--- src/rtl/uart_tx_arbiter.sv ---
// uart_tx_arbiter: packet-level round-robin front end for one uart_tx.
// Optional stall timeout is built when UART_ARB_TIMEOUT_EN is defined.
module uart_tx_arbiter #(
  parameter int NUM_REQ        = 4,
  parameter int IDW            = 2,
  parameter int TIMEOUT_CYCLES = 1000
) (
  input  logic                 clk,
  input  logic                 reset,
  input  logic [NUM_REQ-1:0]   req_valid,
  input  logic [8*NUM_REQ-1:0] req_data,
  input  logic [NUM_REQ-1:0]   req_last,
  output logic [NUM_REQ-1:0]   req_ready,
  output logic                 tx_start,
  output logic [7:0]           tx_data,
  input  logic                 tx_busy,
  output logic                 grant_active,
  output logic [IDW-1:0]       grant_id,
  output logic                 timeout_pulse
);

  typedef enum logic [1:0] {
    ARB,
    SEND,
    WAIT_BUSY,
    WAIT_DONE
  } state_t;

  state_t         state_q;
  state_t         state_d;

  logic [IDW-1:0] ptr_q;
  logic           last_q;

  logic           win_found;
  logic [IDW-1:0] win_id;
  logic [IDW-1:0] cand;

  logic           sel_valid;
  logic           sel_last;
  logic [7:0]     sel_data;

  logic           xfer;
  logic           grant;
  logic           rel;
  logic           revoke;

  assign sel_valid = req_valid[grant_id];
  assign sel_last  = req_last[grant_id];
  assign sel_data  = req_data[{grant_id, 3'b000} +: 8];

  // Round-robin search: first valid requester above the last winner.
  always_comb begin
    win_found = 1'b0;
    win_id    = '0;
    cand      = '0;
    for (int k = 1; k <= NUM_REQ; k++) begin
      cand = IDW'((int'(ptr_q) + k) % NUM_REQ);
      if (!win_found && req_valid[cand]) begin
        win_found = 1'b1;
        win_id    = cand;
      end
    end
  end

`ifdef UART_ARB_TIMEOUT_EN
  logic [15:0] stall_q;

  // Stall counter: counts idle SEND cycles, cleared per byte and outside SEND.
  always_ff @(posedge clk or posedge reset) begin
    if (reset) begin
      stall_q <= '0;
    end else if (state_q != SEND || xfer) begin
      stall_q <= '0;
    end else if (!sel_valid) begin
      stall_q <= stall_q + 16'd1;
    end
  end

  assign revoke = (state_q == SEND) &&
                  (stall_q == 16'(TIMEOUT_CYCLES));
`else
  assign revoke = 1'b0;
`endif

  // State register.
  always_ff @(posedge clk or posedge reset) begin
    if (reset) begin
      state_q <= ARB;
    end else begin
      state_q <= state_d;
    end
  end

  // Next state, handshake and grant control strobes.
  always_comb begin
    state_d       = state_q;
    req_ready     = '0;
    timeout_pulse = 1'b0;
    xfer          = 1'b0;
    grant         = 1'b0;
    rel           = 1'b0;
    unique case (state_q)
      ARB: begin
        if (win_found) begin
          grant   = 1'b1;
          state_d = SEND;
        end
      end
      SEND: begin
        if (revoke) begin
          timeout_pulse = 1'b1;
          rel           = 1'b1;
          state_d       = ARB;
        end else begin
          req_ready[grant_id] = 1'b1;
          if (sel_valid) begin
            xfer    = 1'b1;
            state_d = WAIT_BUSY;
          end
        end
      end
      WAIT_BUSY: begin
        if (tx_busy) begin
          state_d = WAIT_DONE;
        end
      end
      WAIT_DONE: begin
        if (!tx_busy) begin
          if (last_q) begin
            rel     = 1'b1;
            state_d = ARB;
          end else begin
            state_d = SEND;
          end
        end
      end
      default: begin
        state_d = ARB;
      end
    endcase
  end

  // Registered UART drive, grant bookkeeping and round-robin pointer.
  always_ff @(posedge clk or posedge reset) begin
    if (reset) begin
      tx_start     <= 1'b0;
      tx_data      <= 8'h00;
      last_q       <= 1'b0;
      grant_active <= 1'b0;
      grant_id     <= '0;
      ptr_q        <= IDW'(NUM_REQ - 1);
    end else begin
      tx_start <= xfer;
      if (xfer) begin
        tx_data <= sel_data;
        last_q  <= sel_last;
      end
      if (grant) begin
        grant_active <= 1'b1;
        grant_id     <= win_id;
        ptr_q        <= win_id;
      end else if (rel) begin
        grant_active <= 1'b0;
      end
    end
  end

endmodule
--- config.mk ---
export PLATFORM = sky130hd
export DESIGN_NAME = uart_tx_arbiter
export DESIGN_NICKNAME = d
export VERILOG_FILES = /design/src/rtl/uart_tx_arbiter.sv
export SDC_FILE = /design/constraint.sdc
export NUM_CORES = 1
export LEC_CHECK = 0
export BUFFER_PORTS_ARGS = -buffer_cell sky130_fd_sc_hd__buf_2
export CELL_PAD_IN_SITES_DETAIL_PLACEMENT = 2
export CELL_PAD_IN_SITES_GLOBAL_PLACEMENT = 2
export CORE_UTILIZATION = 24
export DETAILED_ROUTE_END_ITERATION = 8
export HOLD_SLACK_MARGIN = 0.06
export MAX_ROUTING_LAYER = met4
export PLACE_DENSITY = 0.86
export SLEW_MARGIN = 20
export SYNTH_ARGS = -nofsm -noshare
export SYNTH_HDL_FRONTEND = slang
export SYNTH_SLANG_ARGS = --single-unit
--- constraint.sdc ---
create_clock -name clk -period 1.55 [get_ports clk]
set_input_delay 0.155 -clock clk [delete_from_list [all_inputs] [get_ports clk]]
set_output_delay 0.155 -clock clk [all_outputs]
set_load 0.005 [all_outputs]
After elaboration in Yosys (flattened, before gate mapping)
Cells that the tools add are included. Widths: inputs -> output; s select.

Register bits: 17. Output and inout port bits: 17. Logic and storage cells: 73.

$add $sub $neg: 4. $lt $le $gt $ge: 6. Equality and inequality tests: 7. Shifts and indexed selects: 1. Multiplexer cells: 38. Reductions and logical operators: 10.

Operators with widths (count): $shiftx 32x6->8 (1); $mux 1 (21); $mux 2 (8); $lt 2x3->1 const B (5); $bmux 1 s2 (6); $ne 2x2->1 const B (4); $pmux 2 s4 (1); $add 2x1->2 const B (2); $add 2x2->2 const B (2); $eq 2x2->1 const B (2); $logic_and 1x1->1 (4); $mux 4 (1); $reduce_and 4->1 (1); $logic_not 1->1 (3); $demux 1 s2 (1); $eq 2x1->1 const B (1); $ge 2x1->1 const B (1); $logic_not 2->1 (1); $reduce_bool 2->1 (1).

Longest topological paths before layout
Gate-level depths: netlist (run 1).

Depth after elaboration: 16. Gate-level depth with buffers: 6. Mapped depth without buffers: 6.

Worst setup path after synthesis (run 1)
Ideal clock, no wire load.

Kind: register to register. Start: reg grant_id[0]. End: reg tx_data[0]. Library setup time: 125 ps. Data arrival time: 1359 ps. Setup slack: 67 ps. Stages on the path, launching flop included: 5. Buffers on the path: 2. Clock period less this slack: 1483 ps. Path through: dfrtp_1 -> buf_6 -> buf_8 -> mux4_2 -> mux2_2.

Cells in the longest elaborated chain, start to end: 4.

Ends and longest elaborated chain: start, declared (RTL line 18) `output logic [IDW-1:0] grant_id,`; start signal, assigned (RTL line 161) `grant_id <= win_id;`; parallel branches: the longest is 4 deep, another holds $shiftx 32x6->8; end signal, assigned (RTL line 156) `tx_data <= sel_data;`; end, declared (RTL line 15) `output logic [7:0] tx_data,`.

Several ways; the timed one is not identified. The select of a mux whose other input is x is not followed. A chain may end at the register's enable or synchronous reset.

Final worst setup path (run 1)
Start: reg state_q[1]. End: out req_ready[0].

Cells in the longest elaborated chain, start to end: 2.

Ends and longest elaborated chain: start, declared (RTL line 29) `state_t state_q;`; start signal, assigned (RTL line 91) `state_q <= state_d;`; $eq 2x1->1 (RTL line 103) `unique case (state_q)`; $mux 4 (RTL line 103); end, declared (RTL line 13) `output logic [NUM_REQ-1:0] req_ready,`.

No other way between the ends.

==> results by group, run 1 <==
Clock network
  • Clk pin slew, worst setup/hold paths: 0.08 ns
  • CTS Root Buffer Type: clkbuf_8
  • TritonCTS Sinks: 17
  • Clock Latency Late Sink: 0.26 ns
  • CTS H-tree lvls: 1
  • Clk buf depth: 2
  • CTS tree: built
  • Num CTS Buffers: 3

Timing
  • Fmax: 627 MHz
  • Final hold violations: 0
  • Clk_skew: 0.00928 ns
  • Final Max Slew Viols: 0
  • Period minus WS final: 1.60 ns
  • Endpoints failing setup: 4
  • RSZ-0062 raised after global routing: true
  • Final worst-path setup slack: -0.0451 ns
  • Final Cycle Share: 103%

Worst setup path
  • R2R Setup Slk: -0.05 ns
  • FF-to-FF End: state_q[1]$_DFFE_PP0P_
  • CP endpoint: req_ready[0]
  • Cell depth of the worst flop-to-flop path: 6
  • Worst r2r src: state_q[1]$_DFFE_PP0P_
  • Worst Setup SP: state_q[1]$_DFFE_PP0P_
  • WP data required: 1.39 ns
  • Worst Setup Start Kind: flip-flop
  • WP data arrival: 1.44 ns
  • CP endpoint kind: output port
  • Worst setup path class: flip-flop to output port
  • Crit Path Max Fanout: 4

Synth
  • Post-synth EDFFs: 0
  • Syn_area_per_cell: 11.7 um^2
  • Async S/R FF share, synth: 100%
  • Synth Instances: 103
  • Mapped cell area: 1210 um^2
  • Prevailing post-synth register cell: dfrtp_1
  • Cell variety after synth: 38
  • Yosys reg bits: 17
  • Yosys warns: 0
  • Post-synthesis sequential area ratio: 35.4%
  • Syn Nets: 150

Routing
  • Vias: 1134
  • Pre-Repair DR Iteration Count: 5
  • Vias per inst: 4.61
  • Final antenna-violating net count: 0
  • WL/cell: 15.7 um
  • DR iter-0 viols: 13
  • Final WL: 3.87 mm
  • DRC violations left: 0

Final layout
  • Fraction of layout cells with a size suffix above 1: 67.6%
  • Post-layout nets: 227
  • Area grow syn2layout: 54.8%
  • Commonest non-fill, non-tap cell in the layout: buf_2
  • Diode count: 0
  • Commonest cells after routing, fill and taps aside: buf_2, buf_4, dfrtp_1
  • Post-layout util: 39.1%

GRT
  • Vias in the first global route: 1280
  • Met3 Usage GRT: 3.45%
  • Met1 GRT Util: 17.8%
  • Grt ovf: 0
  • Number of antenna violations at the first check in global routing: 0
  • Total GRT Usage: 15.8%
  • Gr busiest metal: met2
  • Pin count of the biggest net entering global routing: 18
  • First-pass GRT wire length: 6.20 mm
  • Met2 usage: 29.5%

Floorplan
  • Die width: 73.0 um
  • Row count: 25
  • Starting Density: 25.3%
  • DIE HEIGHT: 73.0 um
  • Core Region: 4790 um^2
  • Die Area: 5320 um^2
  • I/O Pins: 60

Min path
  • Hold Path Origin: tx_busy
  • Hold Crit Class: primary input to flip-flop

Placed design
  • Port Buf Inserts: 58
  • Dpl hpwl: 2.83 mm
  • RePlAce Congestion: 0.808

Outcome
  • Status: complete, but fails checks
  • Failing checks: negative setup slack

Power
  • Leakage power: 0.000875 uW
  • Max VDD drop: 0.000907 V
  • Power Density: 1860 nW/um^2
  • Overall power: 3490 uW

Job
  • Max Cap Viol: 0
-- repair_timing --
item	4_1_cts	5_1_grt
gates resized for setup	20	9
hold buffers	1	0
gates cloned	0	1
pin swaps	3	2
endpoints found under the hold margin	15	0
buffers inserted	3	3
endpoints found under the setup margin	15	18
-- cell families (layout without fill, tap and decap cells) --
logic type | after synthesis | in the layout | synth area share (%)
buffers and inverters | 12 | 88 | 6.00
and+or+nand+nor | 28 | 28 | 13.8
DFF | 17 | 17 | 35.4
adders and majority gates | 4 | 4 | 4.14
other | 1 | 1 | 0.310
muxes | 22 | 22 | 29.8
AOI/OAI and AO/OA | 19 | 19 | 10.6
-- worst max-delay path: stages (launching register included) --
cell and delay (ns):
dfrtp_1 0.43, inv_2 0.11, ha_4 0.16, nor2b_4 0.16
buf_6 0.10, nor2b_4 0.12, buf_2 0.11
-- how the worst min path moves through the flow --
stage / endpoint / slack (ns) / depth (start not counted)
2_1_floorplan: grant_active$_DFFE_PP0P_ / 0.08 / 1
3_3_place_gp: tx_start$_DFF_PP0_ / 0.19 / 3
3_5_place_dp: tx_data[3]$_DFFE_PP0P_ / 0.19 / 3
4_1_cts: grant_active$_DFFE_PP0P_ / 0.17 / 3
5_1_grt: grant_active$_DFFE_PP0P_ / 0.20 / 3
6_report: grant_active$_DFFE_PP0P_ / 0.17 / 3
-- registers in the layout, indices dropped and copies added (netlist names) --
signal / cells
grant_active: 1
grant_id: 2
last_q: 1
ptr_q: 2
state_q: 2
tx_data: 8
tx_start: 1
-- cell type report --
type	instances	area (um^2)
repair buffers	78	487
fillers	527	2920
inverters	6	22.5
clock inverters	1	5.00
multi-input cells	74	800
well taps	67	83.8
flip-flops and latches	17	432
clock buffers	3	41.3
-- routing by layer --
| layer | wire (um) | share of wire (%) |
|---|---|---|
| met5 | 0 | 0 |
| met4 | 0 | 0 |
| met3 | 131 | 3.4 |
| met2 | 2140 | 55 |
| met1 | 1600 | 41 |
-- synthesized netlist by cell type, types with 2 or more instances --
master | n | share of area (%)
a211oi_1 | 2 | 1.2
mux2i_1 | 3 | 2.5
nand2_1 | 7 | 2.2
nand2b_1 | 3 | 1.6
nor2b_1 | 5 | 2.6
a21oi_1 | 5 | 2.1
ha_1 | 4 | 4.1
mux4_2 | 5 | 9.3
nor2_1 | 3 | 0.93
and3b_1 | 2 | 1.4
o21ai_0 | 3 | 1.2
mux4_1 | 4 | 8.7
o21a_1 | 2 | 1.2
inv_1 | 6 | 1.9
buf_4 | 2 | 1.2
dfrtp_1 | 15 | 31
dfstp_2 | 2 | 4.3
mux2_2 | 10 | 9.3
-- stage by stage --
stage               worst slack (ns)  instance area (um^2)  std cells  TNS [ns]  hold WS [ns]
floorplan                     0.0666                  1210        103         0        0.0796
global placement             0.00553                  1640        234         0         0.186
detailed placement            -0.102                  1640        234    -0.773         0.190
CTS                          -0.0771                  1800        242    -0.155         0.173
global route                  -0.113                  1870        246    -0.589         0.201
finish                       -0.0451                  1870        246    -0.138         0.174
-- power breakdown --
part	internal [uW]	leakage, uW	switching (uW)
logic	1270	0.000655	938
registers	705	0.000194	215
clock network	179	0.0000255	177
(Power assumes the default switching activity.)
==> run 2, diff against run 1 <==
CORE_MARGIN = 2   (was unset)
CTS_CLUSTER_DIAMETER = 50   (was unset)
SKIP_CTS_REPAIR_TIMING = 1   (was unset)
==> results by group, run 2 (synthesis gave the netlist of run 1 again) <==
Outcome
  • Status: complete, but fails checks (unchanged)
  • Failing checks: negative setup slack (unchanged)

Final layout
  • Post-layout nets: 226 (was 227)
  • Fraction of layout cells with a size suffix above 1: 65.2% (was 67.6%)
  • Commonest non-fill, non-tap cell in the layout: buf_2 (unchanged)
  • Largest register FFs: 8 (unchanged)
  • Fin area: 1840 um^2 (was 1870 um^2)
  • Area grow syn2layout: 52.6% (was 54.8%)
  • Biggest register: tx_data (unchanged)
  • Non-Filler Instances: 245 (was 246)
  • Commonest cells after routing, fill and taps aside: buf_2, buf_4, dfrtp_1 (unchanged)
  • Diode count: 0 (unchanged)

Timing
  • Final TNS setup: -0.123 ns (was -0.138 ns)
  • Final Max Slew Viols: 0 (unchanged)
  • Final hold violations: 0 (unchanged)
  • RSZ-0062 raised after global routing: true (unchanged)
  • Final Cycle Share: 104% (was 103%)
  • Period minus WS final: 1.61 ns (was 1.60 ns)
  • Fmax: 622 MHz (was 627 MHz)
  • Endpoints failing setup: 3 (was 4)
  • Final worst-path setup slack: -0.0565 ns (was -0.0451 ns)
  • Clk_skew: 0.00619 ns (was 0.00928 ns)

GRT
  • Vias in the first global route: 1276 (was 1280)
  • Total GRT Usage: 14.7% (was 15.8%)
  • First-pass GRT wire length: 6.06 mm (was 6.20 mm)
  • Number of antenna violations at the first check in global routing: 0 (unchanged)
  • Pin count of the biggest net entering global routing: 18 (unchanged)
  • Grt ovf: 0 (unchanged)

Clock network
  • Clk pin slew, worst setup/hold paths: 0.07 ns (was 0.08 ns)
  • Clk buf depth: 2 (unchanged)
  • Clock Latency Late Sink: 0.25 ns (was 0.26 ns)
  • CTS H-tree lvls: 1 (unchanged)
  • CTS tree: built (unchanged)
  • TritonCTS Sinks: 17 (unchanged)
  • Num CTS Buffers: 3 (unchanged)
  • CTS Root Buffer Type: clkbuf_8 (unchanged)

Power
  • Max VDD drop: 0.000488 V (was 0.000907 V)
  • Int Pwr: 2110 uW (was 2160 uW)
  • Clock network power share: 10.0% (was 10.2%)
  • Logic pwr share: 63.4% (about the same)
  • Sw power: 1280 uW (was 1330 uW)
  • Leakage power: 0.000867 uW (was 0.000875 uW)
  • Sequential Power Share: 26.6% (was 26.4%)
  • Switch share: 37.7% (was 38.1%)
  • Power Density: 1830 nW/um^2 (was 1860 nW/um^2)

Placed design
  • RePlAce Congestion: 0.759 (was 0.808)
  • Dpl hpwl: 3.08 mm (was 2.83 mm)
  • Port Buf Inserts: 58 (unchanged)
  • Worst slack at placement: -0.0760 ns (was -0.102 ns)
  • Post-DP Area: 1630 um^2 (was 1640 um^2)
  • Placed cell count: 233 (was 234)

Routing
  • Pre-Repair DR Iteration Count: 3 (was 5)
  • WL/cell: 16.2 um (was 15.7 um)
  • DR iter-0 viols: 30 (was 13)
  • Final WL: 3.98 mm (was 3.87 mm)
  • Final antenna-violating net count: 0 (unchanged)
  • DRC violations left: 0 (unchanged)
  • Vias per inst: 4.67 (was 4.61)
  • Vias: 1144 (was 1134)

Worst setup path
  • WP data required: 1.69 ns (was 1.39 ns)
  • R2R Setup Slk: -0.06 ns (was -0.05 ns)
  • Crit-path slowest cell: dfrtp_2 (was dfrtp_1)
  • Delay-heaviest family, CP: compound AO/OA/AOI/OAI gates (was flip-flops)
  • CP endpoint kind: flip-flop (was output port)
  • Crit Path Max Fanout: 4 (unchanged)
  • Worst setup path class: flip-flop to flip-flop (was flip-flop to output port)
  • WP data arrival: 1.75 ns (was 1.44 ns)
  • Bufs and invs on worst path: 1 (was 3)
  • Cells along the critical path: buf_4 > ha_4 > mux2_4 > a21oi_4 > a21oi_2 > a31o_4 (was inv_2 > ha_4 > nor2b_4 > buf_6 > nor2b_4 > buf_2)
  • Worst Setup Start Kind: flip-flop (unchanged)
  • Critical path's largest stage delay: 0.44 ns (was 0.43 ns)

Floorplan
  • I/O Pins: 60 (unchanged)
  • Core Region: 4790 um^2 (unchanged)
  • Starting Density: 25.3% (unchanged)
  • Row count: 25 (unchanged)
  • Die Area: 5620 um^2 (was 5320 um^2)
  • Die width: 75.0 um (was 73.0 um)
  • DIE HEIGHT: 75.0 um (was 73.0 um)

Job
  • Max Cap Viol: 0 (unchanged)

Min path
  • Hold Crit Class: primary input to flip-flop (unchanged)
[run 2: changes by cell type in the layout (fill, tap and decap cells not counted), sizes merged]
| cell | previous run | this run |
|---|---|---|
| clkbuf | 4 | 3 |
[run 2: final timing paths]
path	startpoint	endpoint	depth (start not counted)
max	state_q[1]$_DFFE_PP0P_	state_q[1]$_DFFE_PP0P_	6
min	tx_busy	grant_active$_DFFE_PP0P_	3
max reg2reg	state_q[1]$_DFFE_PP0P_	state_q[1]$_DFFE_PP0P_	6
min reg2reg	tx_data[6]$_DFFE_PP0P_	tx_data[6]$_DFFE_PP0P_	1
max in group asynchronous	reset	ptr_q[1]$_DFFE_PP1P_	4
min in group asynchronous	reset	tx_start$_DFF_PP0_	4
[run 2: layout make-up]
| cell class | instances | area, um^2 |
|---|---|---|
| inverter | 6 | 22.5 |
| timing repair buffer | 77 | 455 |
| multi-input combinational | 74 | 805 |
| clock inverter | 1 | 5.00 |
| clock buffer | 3 | 41.3 |
| tap | 67 | 83.8 |
| sequential | 17 | 432 |
| fill | 527 | 2940 |
[run 2: worst register-to-register path, stage by stage, from the launching register on]
cell,delay (ns)
dfrtp_2,0.44
buf_4,0.15
ha_4,0.15
mux2_4,0.29
a21oi_4,0.18
a21oi_2,0.08
a31o_4,0.21
[run 2: metal layers]
layer	GRT usage, %	part of all wire (%)	vias up	wire length (um)
met5	-	0	-	0
met4	2.98	0.28	0	11
met3	1.87	3.8	2	151
met2	27.9	57	25	2260
met1	16.2	39	584	1550
li1	-	-	533	-
[run 2: power by group through the flow]
| stage | clock network [uW] | logic [uW] | registers [uW] |
|---|---|---|---|
| after floorplan | 0 | 1130 | 851 |
| after global placement | 0 | 1680 | 872 |
| after detailed placement | 0 | 1760 | 888 |
| after CTS | 360 | 1770 | 880 |
| after global routing | 366 | 2340 | 934 |
| final | 336 | 2140 | 901 |
[run 2: through the flow]
stage	total power, uW	hold slack (ns)	utilization (%)
after floorplan	1990	0.0796	-
after global placement	2550	0.187	34.0
after detailed placement	2640	0.197	34.0
after CTS	3010	-0.0785	35.0
after global routing	3640	0.257	38.5
final	3380	0.231	38.5
